==> config.mk <==
export PLATFORM = sky130hd
export DESIGN_NAME = mux_sel_sequencer
export DESIGN_NICKNAME = d
export VERILOG_FILES = /design/src/rtl/mux_sel_sequencer.sv
export SDC_FILE = /design/constraint.sdc
export NUM_CORES = 1
export LEC_CHECK = 0
export ABC_AREA = 1
export BUFFER_PORTS_ARGS = -buffer_cell sky130_fd_sc_hd__buf_2
export CORE_AREA = 2 2 39 41
export CTS_BUF_LIST = sky130_fd_sc_hd__clkbuf_2
export DETAILED_ROUTE_END_ITERATION = 10
export DIE_AREA = 0 0 41 43
export GPL_TIMING_DRIVEN = 1
export PLACE_DENSITY = 0.58
export SYNTH_ARGS = -nofsm -noshare
export SYNTH_HDL_FRONTEND = slang
export SYNTH_SLANG_ARGS = --single-unit
==> constraint.sdc <==
create_clock -name clk -period 0.9 [get_ports clk]
set_input_delay 0 -clock clk [delete_from_list [all_inputs] [get_ports clk]]
set_output_delay 0 -clock clk [all_outputs]
set_load 0.05 [all_outputs]
==> src/rtl/mux_sel_sequencer.sv <==
`default_nettype none
// ============================================================================
// Module   : mux_sel_sequencer
// Purpose  : Sequential front-end for an external 4-to-1 bit multiplexer.
//            Captures a 4-bit word onto the mux data inputs, walks the mux
//            select through all four positions and returns the selected bit
//            as a valid/ready serial stream (4-bit parallel-to-serial).
// Revision : 1.0 - initial release
// ----------------------------------------------------------------------------
// Parameters
//   LSB_FIRST : 1 -> select order 00,01,10,11 ; 0 -> 11,10,01,00
//   GAP       : idle cycles between consecutive bits (0..15), none after last
// Ports
//   clk        in   system clock, rising edge
//   rst_n      in   asynchronous active-low reset
//   start      in   serialise request, sampled only when idle
//   data_in    in   [3:0] word captured on the accepted start
//   i0..i3     out  registered hold bits to the mux data inputs
//   s0, s1     out  registered mux select (s1 = MSB)
//   mux_out    in   mux output fed back
//   ser_bit    out  serial bit (mux_out qualified by ser_valid)
//   ser_valid  out  ser_bit valid
//   ser_ready  in   consumer accepts the bit
//   busy       out  high whenever not idle
//   done       out  one-cycle pulse after the final bit transfers
// ============================================================================
module mux_sel_sequencer #(
   parameter int LSB_FIRST = 1,
   parameter int GAP       = 0
) (
   input  logic       clk,
   input  logic       rst_n,
   input  logic       start,
   input  logic [3:0] data_in,
   output logic       i0,
   output logic       i1,
   output logic       i2,
   output logic       i3,
   output logic       s0,
   output logic       s1,
   input  logic       mux_out,
   output logic       ser_bit,
   output logic       ser_valid,
   input  logic       ser_ready,
   output logic       busy,
   output logic       done
);

   localparam logic [1:0] c_st_idle   = 2'd0;
   localparam logic [1:0] c_st_send   = 2'd1;
   localparam logic [1:0] c_st_gap    = 2'd2;

   localparam logic [1:0] c_first_sel = (LSB_FIRST != 0) ? 2'b00 : 2'b11;
   localparam logic [1:0] c_last_sel  = (LSB_FIRST != 0) ? 2'b11 : 2'b00;
   localparam logic [3:0] c_gap       = 4'(GAP);

   logic [1:0] r_state;
   logic [1:0] w_next_state;
   logic [3:0] r_hold;
   logic [1:0] r_sel;
   logic [1:0] w_sel_next;
   logic [3:0] r_gap_cnt;
   logic       r_done;
   logic       w_xfer;
   logic       w_last;
   logic       w_valid;
   logic       w_busy;

   // ser_valid is decoded from state only, so ser_ready never reaches it
   // combinationally.
   assign w_xfer = (r_state == c_st_send) && ser_ready;
   assign w_last = (r_sel == c_last_sel);

   generate
      if (LSB_FIRST != 0) begin : g_step_up
         assign w_sel_next = r_sel + 2'd1;
      end else begin : g_step_down
         assign w_sel_next = r_sel - 2'd1;
      end
   endgenerate

   // ---------------------------------------------------------------- state reg
   always_ff @(posedge clk or negedge rst_n) begin
      if (!rst_n) begin
         r_state <= c_st_idle;
      end else begin
         r_state <= w_next_state;
      end
   end

   // ---------------------------------------------------------------- next state
   always_comb begin
      w_next_state = r_state;
      case (r_state)
         c_st_idle: begin
            if (start) begin
               w_next_state = c_st_send;
            end
         end
         c_st_send: begin
            if (w_xfer) begin
               if (w_last) begin
                  w_next_state = c_st_idle;
               end else if (c_gap != 4'd0) begin
                  w_next_state = c_st_gap;
               end
            end
         end
         c_st_gap: begin
            // Counter is loaded with GAP, so leaving on the value 1 yields
            // exactly GAP invalid cycles.
            if (r_gap_cnt <= 4'd1) begin
               w_next_state = c_st_send;
            end
         end
         default: begin
            w_next_state = c_st_idle;
         end
      endcase
   end

   // ---------------------------------------------------------------- outputs
   always_comb begin
      w_valid = 1'b0;
      w_busy  = 1'b0;
      case (r_state)
         c_st_send: begin
            w_valid = 1'b1;
            w_busy  = 1'b1;
         end
         c_st_gap: begin
            w_busy  = 1'b1;
         end
         default: begin
            w_valid = 1'b0;
            w_busy  = 1'b0;
         end
      endcase
   end

   // ---------------------------------------------------------------- datapath
   always_ff @(posedge clk or negedge rst_n) begin
      if (!rst_n) begin
         r_hold    <= 4'd0;
         r_sel     <= 2'b00;
         r_gap_cnt <= 4'd0;
         r_done    <= 1'b0;
      end else begin
         r_done <= 1'b0;
         case (r_state)
            c_st_idle: begin
               if (start) begin
                  r_hold <= data_in;
                  r_sel  <= c_first_sel;
               end
            end
            c_st_send: begin
               if (w_xfer) begin
                  if (w_last) begin
                     // Select and hold bits are left as-is until next start.
                     r_done <= 1'b1;
                  end else begin
                     r_sel     <= w_sel_next;
                     r_gap_cnt <= c_gap;
                  end
               end
            end
            c_st_gap: begin
               if (r_gap_cnt != 4'd0) begin
                  r_gap_cnt <= r_gap_cnt - 4'd1;
               end
            end
            default: begin
               r_done <= 1'b0;
            end
         endcase
      end
   end

   assign i0        = r_hold[0];
   assign i1        = r_hold[1];
   assign i2        = r_hold[2];
   assign i3        = r_hold[3];
   assign s0        = r_sel[0];
   assign s1        = r_sel[1];
   assign ser_valid = w_valid;
   assign ser_bit   = mux_out & w_valid;
   assign busy      = w_busy;
   assign done      = r_done;

endmodule
`default_nettype wire

==> impl_metrics.csv <==
group,metric,value,unit
global_route,grt-ovfl-total,0,
yosys,ys_ff_latch,8,
place,io_buffers,18,
drt,wirelength,842,um
die,num_rows,14,
power_and_ir_drop,vdd_drop_max,1200,uV
setup_path,startpoint_type,"flip-flop",
global_route,track_usage,0.124,
sta,whs,0.0465,ns
cells_and_area,synthToLayoutAreaGrowth,72.5,%
outcome,status,"complete, but fails checks",
die,core_area,1380,um2
drt,routed_via_density,4.34,
place,gp_congestion,0.639,
job,drv_cap,0,
cells_and_area,design_area,604,um2
yosys,synth_xor_area_frac,0,
yosys,synth_compound_area_frac,0,
cts,numCtsBuffers,3,
cts,clk_latency,0.24,ns
setup_path,crit_arrival,0.98,ns
die,ios,19,
global_route,antenna_found_initial,0,
cells_and_area,ff_latch_area,204,um2
drt,dr_total_vias,369,
cells_and_area,diodes,0,
yosys,syn_area,350,um2
cts,clock_sinks,8,
sta,tightestPinTransition,0.253,ns
sta,setup_violations,11,
sta,finalHoldViolCount,0,
sta,fmax,1020,MHz
cts,htree_levels,1,
power_and_ir_drop,p_leak,0.329,nW
cells_and_area,final_layout_size_suffix_gt1_frac,0.536,
yosys,netlist_instances,39,
setup_path,cp-end-kind,"output pin",
sta,setup_ws,-0.0825,ns
sta,post-route-period-util,1.09,
sta,skew,0.00801,ns
yosys,synth-simple-area-share,0.329,
die,die_height,43,um
place,dp_hpwl,604,um
yosys,synthMuxAreaShare,0,
setup_path,critPathMaxFanout,4,
power_and_ir_drop,powerDensity,3810,nW/um2
cts,clk_pin_slew,0.09,ns
outcome,violations,"negative setup slack",
sta,slew_headroom,0.832,
drt,wl_per_cell,9.91,um
global_route,grt_first_pass_wirelength,1.45,mm
drt,drtAntennaViolNets,0,
cts,clockBufferDepth,2,
yosys,synth_fa_ha_area_frac,0.0357,
global_route,grt_pass1_vias,347,
die,die_w,41,um
yosys,synth_nets,49,
sta,final_max_slew_viol_count,0,
yosys,synth_area_per_cell,8.98,um2
sta,grt_setup_unrepaired,"yes",
die,initial_utilization,0.253,
sta,period_minus_slack,0.983,ns
setup_path,crit_type,"flip-flop to output pin",
cts,root_buffer,"clkbuf_2",
die,die_area,1760,um2
drt,firstDrtPassIters,2,
yosys,synth.distinct_cells,10,
yosys,yosysWarnings,0,
hold_path,hold_class,"primary input to flip-flop",
yosys,synth-seq-area-share,0.571,
cells_and_area,layout.nets,80,
yosys,synth_top_family_by_area,"simple AND/OR/NAND/NOR gates",
drt,drc,0,
drt,drt_iter0_markers,7,
setup_path,worstPathRequired,0.90,ns
global_route,grt_max_degree,9,
place,placed_cell_area,485,um2
cells_and_area,fillers,136,
cts,cts_tree,"done",
cells_and_area,multi_input_area,140,um2
## power by group
group / total, W / internal, W / switching, W
logic: 0.00145 / 0.000475 / 0.000971
clock network: 0.000254 / 0.000118 / 0.000136
registers: 0.000603 / 0.000518 / 0.0000847
## what timing repair did
item                                    CTS  global route
hold endpoints to repair                 12             0
gates resized for setup                  12             1
gates cloned                              0             0
hold buffers                              5             0
pin swaps                                 0             0
endpoints found under the setup margin    9            12
buffers inserted                          1             0
## final timing paths
check / startpoint / endpoint / slack, ns / depth (start not counted)
max in group asynchronous: rst_n / r_sel[1] / 0.59 / 2
min: ser_ready / done / 0.05 / 3
max: r_state[0] / ser_bit / -0.08 / 3
min reg2reg: r_hold[0] / r_hold[0] / 0.48 / 2
max reg2reg: r_state[0] / r_sel[0] / -0.08 / 5
min in group asynchronous: rst_n / done / 0.11 / 2
## per-layer routing
| layer | GRT usage | part of all wire | vias to the layer above |
|---|---|---|---|
| met4 | 0.0800 | 0 | 0 |
| met5 | 0 | 0 | - |
| met3 | 0.0314 | 0.083 | 0 |
| li1 | - | - | 184 |
| met1 | 0.151 | 0.42 | 170 |
| met2 | 0.184 | 0.50 | 15 |
## cell usage after synthesis
library cell   n  area share
inv_2          1       0.011
dfrtp_1        8        0.57
nand2_4        1       0.032
nand2_1       12        0.13
ha_1           1       0.036
inv_1          3       0.032
nand4_1        2       0.036
nand3_1        7        0.10
nor2_1         3       0.032
buf_4          1       0.021
## worst max-delay path: stages (launching register included)
cell	delay [ns]
dfrtp_2	0.44
nand2_2	0.08
clkinvlp_4	0.08
buf_6	0.15
## cells in the final DEF (no fill, tap or decap)
master / count
buf_2: 15
nand2_1: 11
nand3_1: 6
dfrtp_1: 5
dlygate4sd3_1: 5
clkbuf_2: 4
buf_6: 3
buf_4: 3
dfrtp_2: 3
inv_4: 2
nand4_1: 2
nor2_1: 2
nand2_2: 1
clkinvlp_4: 1
nor2_2: 1
nand2_4: 1
nand3_2: 1
inv_1: 1
ha_2: 1
buf_8: 1
## flip-flops by register name, summed over array words and instances, names as in the netlist
name     flops
done         1
r_state      1
r_hold       4
r_sel        2
## metrics by stage
stage / power [W] / utilization / setup WS (ns) / instances / setup TNS (ns)
floorplan: 0.00153 / - / -0.210 / 39 / -0.907
global placement: 0.00185 / 0.351 / -0.0494 / 75 / -0.0863
detailed placement: 0.00187 / 0.351 / -0.0791 / 75 / -0.146
CTS: 0.00231 / 0.435 / -0.0904 / 85 / -0.620
global route: 0.00247 / 0.437 / -0.139 / 85 / -1.18
finish: 0.00230 / 0.437 / -0.0825 / 85 / -0.530
## area by class of cell
class	count	area share
sequential	8	0.337
timing repair buffer	27	0.325
multi-input combinational	26	0.232
inverter	4	0.0393
clock buffer	4	0.0331
tap	16	0.0331
## kinds of logic (layout without fill, tap and decap cells)
group,Yosys count,count (layout)
buffers and inverters,5,35
and+or+nand+nor,25,25
adders and majority gates,1,1
DFF,8,8
Note: power is estimated with default switching activity, not from simulation.
